==> src/rtl/tile_addr_if.sv <==
// Address beat stream from the tile sequencer to the operand buffer read ports.
interface tile_addr_if #(
  parameter int unsigned ADDR_WIDTH = 32
);
  logic                  addr_valid;
  logic                  addr_ready;
  logic [ADDR_WIDTH-1:0] addr;
  logic                  addr_sel;
  logic                  addr_last;

  modport master (
    output addr_valid, addr, addr_sel, addr_last,
    input  addr_ready
  );

  modport slave (
    input  addr_valid, addr, addr_sel, addr_last,
    output addr_ready
  );
endinterface

==> src/rtl/tile_address_sequencer.sv <==
// Latches one tile per start pulse and streams its A then B operand element
// addresses, column fastest, followed by a one-cycle tile acknowledge.
module tile_address_sequencer #(
  parameter int unsigned ADDR_WIDTH = 32,
  parameter int unsigned IDX_WIDTH  = 16
) (
  input  logic                  clk,
  input  logic                  rst,
  input  logic                  i_en,
  output logic                  o_tile_req_c,
  output logic                  o_agu_ready_c,
  input  logic                  i_start_tile,
  input  logic [IDX_WIDTH-1:0]  i_i_tile,
  input  logic [IDX_WIDTH-1:0]  i_j_tile,
  input  logic [IDX_WIDTH-1:0]  i_k_tile,
  input  logic [IDX_WIDTH-1:0]  i_etm,
  input  logic [IDX_WIDTH-1:0]  i_etn,
  input  logic [IDX_WIDTH-1:0]  i_etk,
  input  logic [IDX_WIDTH-1:0]  i_k_pitch,
  input  logic [IDX_WIDTH-1:0]  i_n_pitch,
  input  logic [ADDR_WIDTH-1:0] i_base_a,
  input  logic [ADDR_WIDTH-1:0] i_base_b,
  tile_addr_if.master           m_addr,
  output logic                  o_tile_ack
);

  typedef enum logic [2:0] {S_IDLE, S_LOAD, S_GEN_A, S_GEN_B, S_ACK} state_t;

  state_t                r_state, w_state_nxt;
  logic [IDX_WIDTH-1:0]  r_i, r_j, r_k, r_etm, r_etn, r_etk, r_kp, r_np;
  logic [IDX_WIDTH-1:0]  w_i_nxt, w_j_nxt, w_k_nxt, w_etm_nxt, w_etn_nxt, w_etk_nxt, w_kp_nxt, w_np_nxt;
  logic [ADDR_WIDTH-1:0] r_base_a, r_base_b, w_base_a_nxt, w_base_b_nxt;
  logic [ADDR_WIDTH-1:0] r_row_b, w_row_b_nxt, r_ptr, w_ptr_nxt, r_addr, w_addr_nxt;
  logic [IDX_WIDTH-1:0]  r_row, w_row_nxt, r_col, w_col_nxt;
  logic                  r_valid, w_valid_nxt, r_sel, w_sel_nxt, r_last, w_last_nxt;
  logic                  r_ack, w_ack_nxt;
  logic                  w_xfer;
  logic [ADDR_WIDTH-1:0] w_row_a, w_row_b;
  logic                  w_a_nz, w_b_nz;

  // Tile origin addresses; products are formed at full address width and wrap.
  assign w_row_a = r_base_a + ADDR_WIDTH'(r_i) * ADDR_WIDTH'(r_kp) + ADDR_WIDTH'(r_k);
  assign w_row_b = r_base_b + ADDR_WIDTH'(r_k) * ADDR_WIDTH'(r_np) + ADDR_WIDTH'(r_j);
  assign w_a_nz  = (r_etm != '0) && (r_etk != '0);
  assign w_b_nz  = (r_etk != '0) && (r_etn != '0);
  assign w_xfer  = r_valid && m_addr.addr_ready;

  assign o_agu_ready_c     = (r_state == S_IDLE);
  assign o_tile_req_c      = i_en && o_agu_ready_c;
  assign m_addr.addr_valid = r_valid;
  assign m_addr.addr       = r_addr;
  assign m_addr.addr_sel   = r_sel;
  assign m_addr.addr_last  = r_last;
  assign o_tile_ack        = r_ack;

  // Next-state, datapath and output logic.
  always_comb begin
    w_state_nxt  = r_state;
    w_i_nxt      = r_i;
    w_j_nxt      = r_j;
    w_k_nxt      = r_k;
    w_etm_nxt    = r_etm;
    w_etn_nxt    = r_etn;
    w_etk_nxt    = r_etk;
    w_kp_nxt     = r_kp;
    w_np_nxt     = r_np;
    w_base_a_nxt = r_base_a;
    w_base_b_nxt = r_base_b;
    w_row_b_nxt  = r_row_b;
    w_ptr_nxt    = r_ptr;
    w_addr_nxt   = r_addr;
    w_row_nxt    = r_row;
    w_col_nxt    = r_col;
    w_valid_nxt  = r_valid;
    w_sel_nxt    = r_sel;
    w_last_nxt   = 1'b0;
    w_ack_nxt    = 1'b0;

    unique case (r_state)
      S_IDLE: begin
        if (i_start_tile) begin
          w_i_nxt      = i_i_tile;
          w_j_nxt      = i_j_tile;
          w_k_nxt      = i_k_tile;
          w_etm_nxt    = i_etm;
          w_etn_nxt    = i_etn;
          w_etk_nxt    = i_etk;
          w_kp_nxt     = i_k_pitch;
          w_np_nxt     = i_n_pitch;
          w_base_a_nxt = i_base_a;
          w_base_b_nxt = i_base_b;
          w_state_nxt  = S_LOAD;
        end
      end
      S_LOAD: begin
        w_row_nxt   = '0;
        w_col_nxt   = '0;
        w_row_b_nxt = w_row_b;
        if (w_a_nz) begin
          w_state_nxt = S_GEN_A;
          w_ptr_nxt   = w_row_a;
          w_addr_nxt  = w_row_a;
          w_valid_nxt = 1'b1;
          w_sel_nxt   = 1'b0;
        end else if (w_b_nz) begin
          w_state_nxt = S_GEN_B;
          w_ptr_nxt   = w_row_b;
          w_addr_nxt  = w_row_b;
          w_valid_nxt = 1'b1;
          w_sel_nxt   = 1'b1;
        end else begin
          w_state_nxt = S_ACK;
          w_ack_nxt   = 1'b1;
        end
      end
      S_GEN_A: begin
        if (w_xfer) begin
          if (r_col == r_etk - IDX_WIDTH'(1)) begin
            if (r_row == r_etm - IDX_WIDTH'(1)) begin
              if (r_etn != '0) begin
                w_state_nxt = S_GEN_B;
                w_ptr_nxt   = r_row_b;
                w_addr_nxt  = r_row_b;
                w_row_nxt   = '0;
                w_col_nxt   = '0;
                w_sel_nxt   = 1'b1;
              end else begin
                w_state_nxt = S_ACK;
                w_valid_nxt = 1'b0;
                w_ack_nxt   = 1'b1;
              end
            end else begin
              w_row_nxt  = r_row + IDX_WIDTH'(1);
              w_col_nxt  = '0;
              w_ptr_nxt  = r_ptr + ADDR_WIDTH'(r_kp);
              w_addr_nxt = r_ptr + ADDR_WIDTH'(r_kp);
            end
          end else begin
            w_col_nxt  = r_col + IDX_WIDTH'(1);
            w_addr_nxt = r_addr + ADDR_WIDTH'(1);
          end
        end
      end
      S_GEN_B: begin
        if (w_xfer) begin
          if (r_col == r_etn - IDX_WIDTH'(1)) begin
            if (r_row == r_etk - IDX_WIDTH'(1)) begin
              w_state_nxt = S_ACK;
              w_valid_nxt = 1'b0;
              w_ack_nxt   = 1'b1;
            end else begin
              w_row_nxt  = r_row + IDX_WIDTH'(1);
              w_col_nxt  = '0;
              w_ptr_nxt  = r_ptr + ADDR_WIDTH'(r_np);
              w_addr_nxt = r_ptr + ADDR_WIDTH'(r_np);
            end
          end else begin
            w_col_nxt  = r_col + IDX_WIDTH'(1);
            w_addr_nxt = r_addr + ADDR_WIDTH'(1);
          end
        end
      end
      S_ACK:   w_state_nxt = S_IDLE;
      default: w_state_nxt = S_IDLE;
    endcase

    // Last flag tracks the beat that will be presented next; A is final only when B is empty.
    if (w_state_nxt == S_GEN_A) begin
      w_last_nxt = (w_row_nxt == w_etm_nxt - IDX_WIDTH'(1)) &&
                   (w_col_nxt == w_etk_nxt - IDX_WIDTH'(1)) && (w_etn_nxt == '0);
    end else if (w_state_nxt == S_GEN_B) begin
      w_last_nxt = (w_row_nxt == w_etk_nxt - IDX_WIDTH'(1)) &&
                   (w_col_nxt == w_etn_nxt - IDX_WIDTH'(1));
    end
  end

  always_ff @(posedge clk) begin
    if (rst) begin
      r_state  <= S_IDLE;
      r_i      <= '0;
      r_j      <= '0;
      r_k      <= '0;
      r_etm    <= '0;
      r_etn    <= '0;
      r_etk    <= '0;
      r_kp     <= '0;
      r_np     <= '0;
      r_base_a <= '0;
      r_base_b <= '0;
      r_row_b  <= '0;
      r_ptr    <= '0;
      r_addr   <= '0;
      r_row    <= '0;
      r_col    <= '0;
      r_valid  <= 1'b0;
      r_sel    <= 1'b0;
      r_last   <= 1'b0;
      r_ack    <= 1'b0;
    end else begin
      r_state  <= w_state_nxt;
      r_i      <= w_i_nxt;
      r_j      <= w_j_nxt;
      r_k      <= w_k_nxt;
      r_etm    <= w_etm_nxt;
      r_etn    <= w_etn_nxt;
      r_etk    <= w_etk_nxt;
      r_kp     <= w_kp_nxt;
      r_np     <= w_np_nxt;
      r_base_a <= w_base_a_nxt;
      r_base_b <= w_base_b_nxt;
      r_row_b  <= w_row_b_nxt;
      r_ptr    <= w_ptr_nxt;
      r_addr   <= w_addr_nxt;
      r_row    <= w_row_nxt;
      r_col    <= w_col_nxt;
      r_valid  <= w_valid_nxt;
      r_sel    <= w_sel_nxt;
      r_last   <= w_last_nxt;
      r_ack    <= w_ack_nxt;
    end
  end

endmodule

==> src/flat_wrapper.sv <==
// flat-port wrapper written by rule: the top's interface ports become plain ports
module tile_address_sequencer_flat 
#(
  parameter int unsigned ADDR_WIDTH = 32,
  parameter int unsigned IDX_WIDTH  = 16
)
  (clk, rst, i_en, o_tile_req_c, o_agu_ready_c, i_start_tile, i_i_tile, i_j_tile, i_k_tile, i_etm, i_etn, i_etk, i_k_pitch, i_n_pitch, i_base_a, i_base_b, o_tile_ack, m_addr_addr_valid, m_addr_addr, m_addr_addr_sel, m_addr_addr_last, m_addr_addr_ready);
  tile_addr_if #(.ADDR_WIDTH(ADDR_WIDTH)) m_addr_i ();
  input  logic clk;
  input  logic rst;
  input  logic i_en;
  output logic o_tile_req_c;
  output logic o_agu_ready_c;
  input  logic i_start_tile;
  input  logic [IDX_WIDTH-1:0] i_i_tile;
  input  logic [IDX_WIDTH-1:0] i_j_tile;
  input  logic [IDX_WIDTH-1:0] i_k_tile;
  input  logic [IDX_WIDTH-1:0] i_etm;
  input  logic [IDX_WIDTH-1:0] i_etn;
  input  logic [IDX_WIDTH-1:0] i_etk;
  input  logic [IDX_WIDTH-1:0] i_k_pitch;
  input  logic [IDX_WIDTH-1:0] i_n_pitch;
  input  logic [ADDR_WIDTH-1:0] i_base_a;
  input  logic [ADDR_WIDTH-1:0] i_base_b;
  output logic o_tile_ack;
  output wire logic [$bits(m_addr_i.addr_valid)-1:0] m_addr_addr_valid;
  output wire logic [$bits(m_addr_i.addr)-1:0] m_addr_addr;
  output wire logic [$bits(m_addr_i.addr_sel)-1:0] m_addr_addr_sel;
  output wire logic [$bits(m_addr_i.addr_last)-1:0] m_addr_addr_last;
  input wire logic [$bits(m_addr_i.addr_ready)-1:0] m_addr_addr_ready;
  assign m_addr_addr_valid = m_addr_i.addr_valid;
  assign m_addr_addr = m_addr_i.addr;
  assign m_addr_addr_sel = m_addr_i.addr_sel;
  assign m_addr_addr_last = m_addr_i.addr_last;
  assign m_addr_i.addr_ready = m_addr_addr_ready;
  tile_address_sequencer #(.ADDR_WIDTH(ADDR_WIDTH), .IDX_WIDTH(IDX_WIDTH)) u_core (.clk(clk), .rst(rst), .i_en(i_en), .o_tile_req_c(o_tile_req_c), .o_agu_ready_c(o_agu_ready_c), .i_start_tile(i_start_tile), .i_i_tile(i_i_tile), .i_j_tile(i_j_tile), .i_k_tile(i_k_tile), .i_etm(i_etm), .i_etn(i_etn), .i_etk(i_etk), .i_k_pitch(i_k_pitch), .i_n_pitch(i_n_pitch), .i_base_a(i_base_a), .i_base_b(i_base_b), .m_addr(m_addr_i), .o_tile_ack(o_tile_ack));
endmodule
==> config.mk <==
export PLATFORM = sky130hd
export DESIGN_NAME = tile_address_sequencer_flat
export DESIGN_NICKNAME = d
export VERILOG_FILES = /design/src/rtl/tile_addr_if.sv /design/src/rtl/tile_address_sequencer.sv /design/src/flat_wrapper.sv
export SDC_FILE = /design/constraint.sdc
export NUM_CORES = 2
export LEC_CHECK = 0
export ABC_AREA = 1
export CAP_MARGIN = 20
export CELL_PAD_IN_SITES_DETAIL_PLACEMENT = 1
export CELL_PAD_IN_SITES_GLOBAL_PLACEMENT = 1
export CORE_MARGIN = 1.5
export CORE_UTILIZATION = 45
export CTS_BUF_LIST = sky130_fd_sc_hd__clkbuf_4 sky130_fd_sc_hd__clkbuf_8
export CTS_CLUSTER_DIAMETER = 80
export DETAILED_ROUTE_END_ITERATION = 10
export PLACE_DENSITY_LB_ADDON = 0.12
export SYNTH_ARGS = -nofsm -noshare
export SYNTH_HDL_FRONTEND = slang
export SYNTH_SLANG_ARGS = --single-unit
export TNS_END_PERCENT = 1
==> constraint.sdc <==
create_clock -name clk -period 18.9 [get_ports clk]
set_input_delay 3.78 -clock clk [delete_from_list [all_inputs] [get_ports clk]]
set_output_delay 3.78 -clock clk [all_outputs]
set_load 0.01 [all_outputs]
==> results.json <==
{
  "hold_violations": 0,
  "ys_seq_area_frac": 0.1538,
  "grt_pass1_wl_mm": 265.5,
  "netlist_area_sq_mm": 0.04257,
  "fp.coreArea_sq_mm": 0.09347,
  "power_per_cell_area_mw_per_mm2": 173.0,
  "cts.path.max_buffers": 3,
  "numPortBuffers": 234,
  "synthesis.nets": 7232,
  "p_int_mw": 3.284,
  "ctsHtreeMaxLevel": 3,
  "wl_per_cell_um": 22.42,
  "wl_mm": 173.2,
  "fp.dieH_um": 310.6,
  "cts-buffers-inserted": 71,
  "p_leak_nw": 25.17,
  "dp_hpwl_mm": 137.3,
  "drive_gt1_frac": 0.04702,
  "grt_max_degree": 89,
  "clk_latency_ps": 790,
  "synth_warnings": 0,
  "layout.cells.non_filler": 7724,
  "place_area_sq_mm": 0.04592,
  "pwr-share-seq": 0.146,
  "drtIter0Drc": 3503,
  "synth_seq_cells": 327,
  "fp.dieW_um": 310.6,
  "maxSlewHeadroom": 0.2066,
  "worstPathRequired_ps": 15120,
  "cts_hold_buf": 0,
  "root_buffer": "clkbuf_8",
  "clkPwrFrac": 0.112,
  "min_period_ps": 8683,
  "worst_slack_ps": 10220,
  "critPathLaunchType": "input port",
  "final_max_slew_viol_count": 0,
  "combPwrFrac": 0.743,
  "cts_resized": 0,
  "synth_ff_type": "dfxtp_1",
  "worstSetupEndpointType": "output port",
  "pre_cts_ws_ps": 10210,
  "rsz0062_at_grt": "false",
  "clkTransAtPathRegs_ps": 60,
  "io_pins": 235,
  "finClkSkew_ps": 55.43,
  "drcViolationCount": 0,
  "drtAntennaViolNets": 0,
  "grt_usage": 0.3589,
  "worst-setup-path-type": "in -> out",
  "start_util": 0.4554,
  "power.total_mw": 8.234,
  "antenna_found_initial": 7,
  "dieArea_sq_mm": 0.09645,
  "syn-instance-count": 6315,
  "tightest_slew_ps": 1188,
  "yosysUniqueCellTypes": 66,
  "cts_tree": "built",
  "timing.max_cap.violations": 0,
  "fin_crit_sh": 0.4594,
  "nets": 7331,
  "max_freq_mhz": 115.2,
  "vias_per_cell": 5.464,
  "clock_sinks": 327,
  "grt_pass1_vias": 44207,
  "synth-edff-count": 0,
  "fin_area_sq_mm": 0.04760,
  "postSynthAreaPerCell_sq_um": 6.741,
  "place_inst": 7592,
  "fin_tns_setup_ps": 0,
  "arrival_ps": 4900,
  "drtPass1Iterations": 6,
  "fp-row-count": 112,
  "min_path_type": "reg -> reg",
  "path_max_fanout": 1,
  "holdWs_ps": 469.2,
  "overflow": 0,
  "cts_setup_buffers": 0,
  "setup_viol": 0,
  "status": "finished, final reports clean",
  "fin_util": 0.5093,
  "synthArstFlopShare": 0,
  "p_sw_mw": 4.950,
  "peakVddDrop_mv": 0.1170,
  "area_delta_synth_final_pct": 11.82,
  "swShare": 0.6012,
  "nFillCells": 12412,
  "vias": 42205,
  "gp_congestion": 0.9502
}
==> cell families after synthesis <==
kind of cell             count (synthesis)  share of synthesized area
AND/OR/NAND/NOR                       2567                     0.2513
AO/OA/AOI/OAI                          828                     0.1073
XOR/XNOR                               205                    0.04218
adder cells (fa/ha/maj)                720                     0.2970
flip-flops                             327                     0.1538
multiplexers                             1                  0.0002352
buffers and inverters                 1667                     0.1482
==> cells in the final DEF (no fill, tap or decap), drive strengths merged, types with 37 or more instances in the layout <==
master and instances:
a21oi 252, buf 70, clkbuf 105, clkdlybuf4s50 233, dfxtp 327, fa 484
ha 236, inv 1390, nand2 1469, nand3 307, nand4 62, nor2 598
nor3 50, o211ai 37, o21ai 413, xnor2 63, xor2 142
==> synth_stat cells, types with 21 or more instances <==
master | n | area share
nand3_1 | 301 | 0.035
or2_2 | 27 | 0.0040
nor2_1 | 568 | 0.050
nand2_1 | 1456 | 0.13
a21oi_1 | 252 | 0.030
dfxtp_1 | 327 | 0.15
o211ai_1 | 37 | 0.0065
a31oi_1 | 28 | 0.0041
o21ai_1 | 22 | 0.0026
xor2_1 | 142 | 0.029
clkbuf_1 | 251 | 0.022
nor4_1 | 21 | 0.0031
nor3_1 | 46 | 0.0054
nand4_1 | 62 | 0.0091
fa_1 | 484 | 0.23
inv_1 | 1370 | 0.12
nor2_2 | 25 | 0.0037
xnor2_1 | 63 | 0.013
ha_1 | 236 | 0.069
o21ai_0 | 386 | 0.045
==> worst paths after layout <==
path                             to  cells after the start  slack (ps)              start
setup reg to reg   u_core.r_ptr[23]                     24       11120      u_core.r_i[9]
setup / recovery       o_tile_req_c                      4       10220               i_en
hold / removal    u_core.r_row_b[5]                      2         470  u_core.r_row_b[5]
hold reg to reg   u_core.r_row_b[5]                      2         470  u_core.r_row_b[5]
==> critical path, stage by stage <==
cell,delay [ps]
clkdlybuf4s50_1,450
inv_1,40
nor2_1,90
clkdlybuf4s50_1,540
==> per-layer routing <==
metal | wire, um | up-vias | part of all wire | track usage
met5 | 24 | - | 0.00014 | 0
met4 | 6538 | 4 | 0.038 | 0.1271
met1 | 75400 | 21016 | 0.44 | 0.4822
li1 | - | 19431 | - | -
met3 | 11630 | 324 | 0.067 | 0.04946
met2 | 79620 | 1430 | 0.46 | 0.5892
==> area by class of cell <==
| class | count | area [sq um] | area share |
|---|---|---|---|
| timing repair buffer | 303 | 2905 | 0.06104 |
| clock inverter | 20 | 252.7 | 0.005310 |
| tap | 1254 | 1569 | 0.03296 |
| inverter | 1390 | 5230 | 0.1099 |
| sequential | 327 | 6546 | 0.1375 |
| antenna | 4 | 10.01 | 0.0002103 |
| multi-input combinational | 4321 | 29730 | 0.6247 |
| clock buffer | 105 | 1351 | 0.02839 |
==> sequential cells by signal (all words and copies together), names as in the netlist <==
| signal | flops |
|---|---|
| u_core.r_j | 16 |
| u_core.r_state | 3 |
| u_core.r_row_b | 32 |
| u_core.r_base_a | 32 |
| u_core.r_k | 16 |
| u_core.r_ptr | 32 |
| u_core.r_base_b | 32 |
| u_core.o_tile_ack | 1 |
| u_core.m_addr.addr_last | 1 |
| u_core.r_etm | 16 |
| u_core.r_np | 16 |
| u_core.r_etn | 16 |
| u_core.m_addr.addr | 32 |
| u_core.r_etk | 16 |
| u_core.m_addr.addr_sel | 1 |
| u_core.r_kp | 16 |
| u_core.r_i | 16 |
| u_core.r_col | 16 |
| u_core.m_addr.addr_valid | 1 |
| u_core.r_row | 16 |
==> power by group through the flow <==
stage	clock [mW]	combinational, mW	sequential, mW
after floorplan	0	3.81	1.02
after global placement	0	5.77	1.20
after detailed placement	0	5.95	1.21
after CTS	0.936	5.99	1.19
after global routing	0.959	6.69	1.21
final	0.920	6.12	1.20
(Power assumes the default switching activity.)
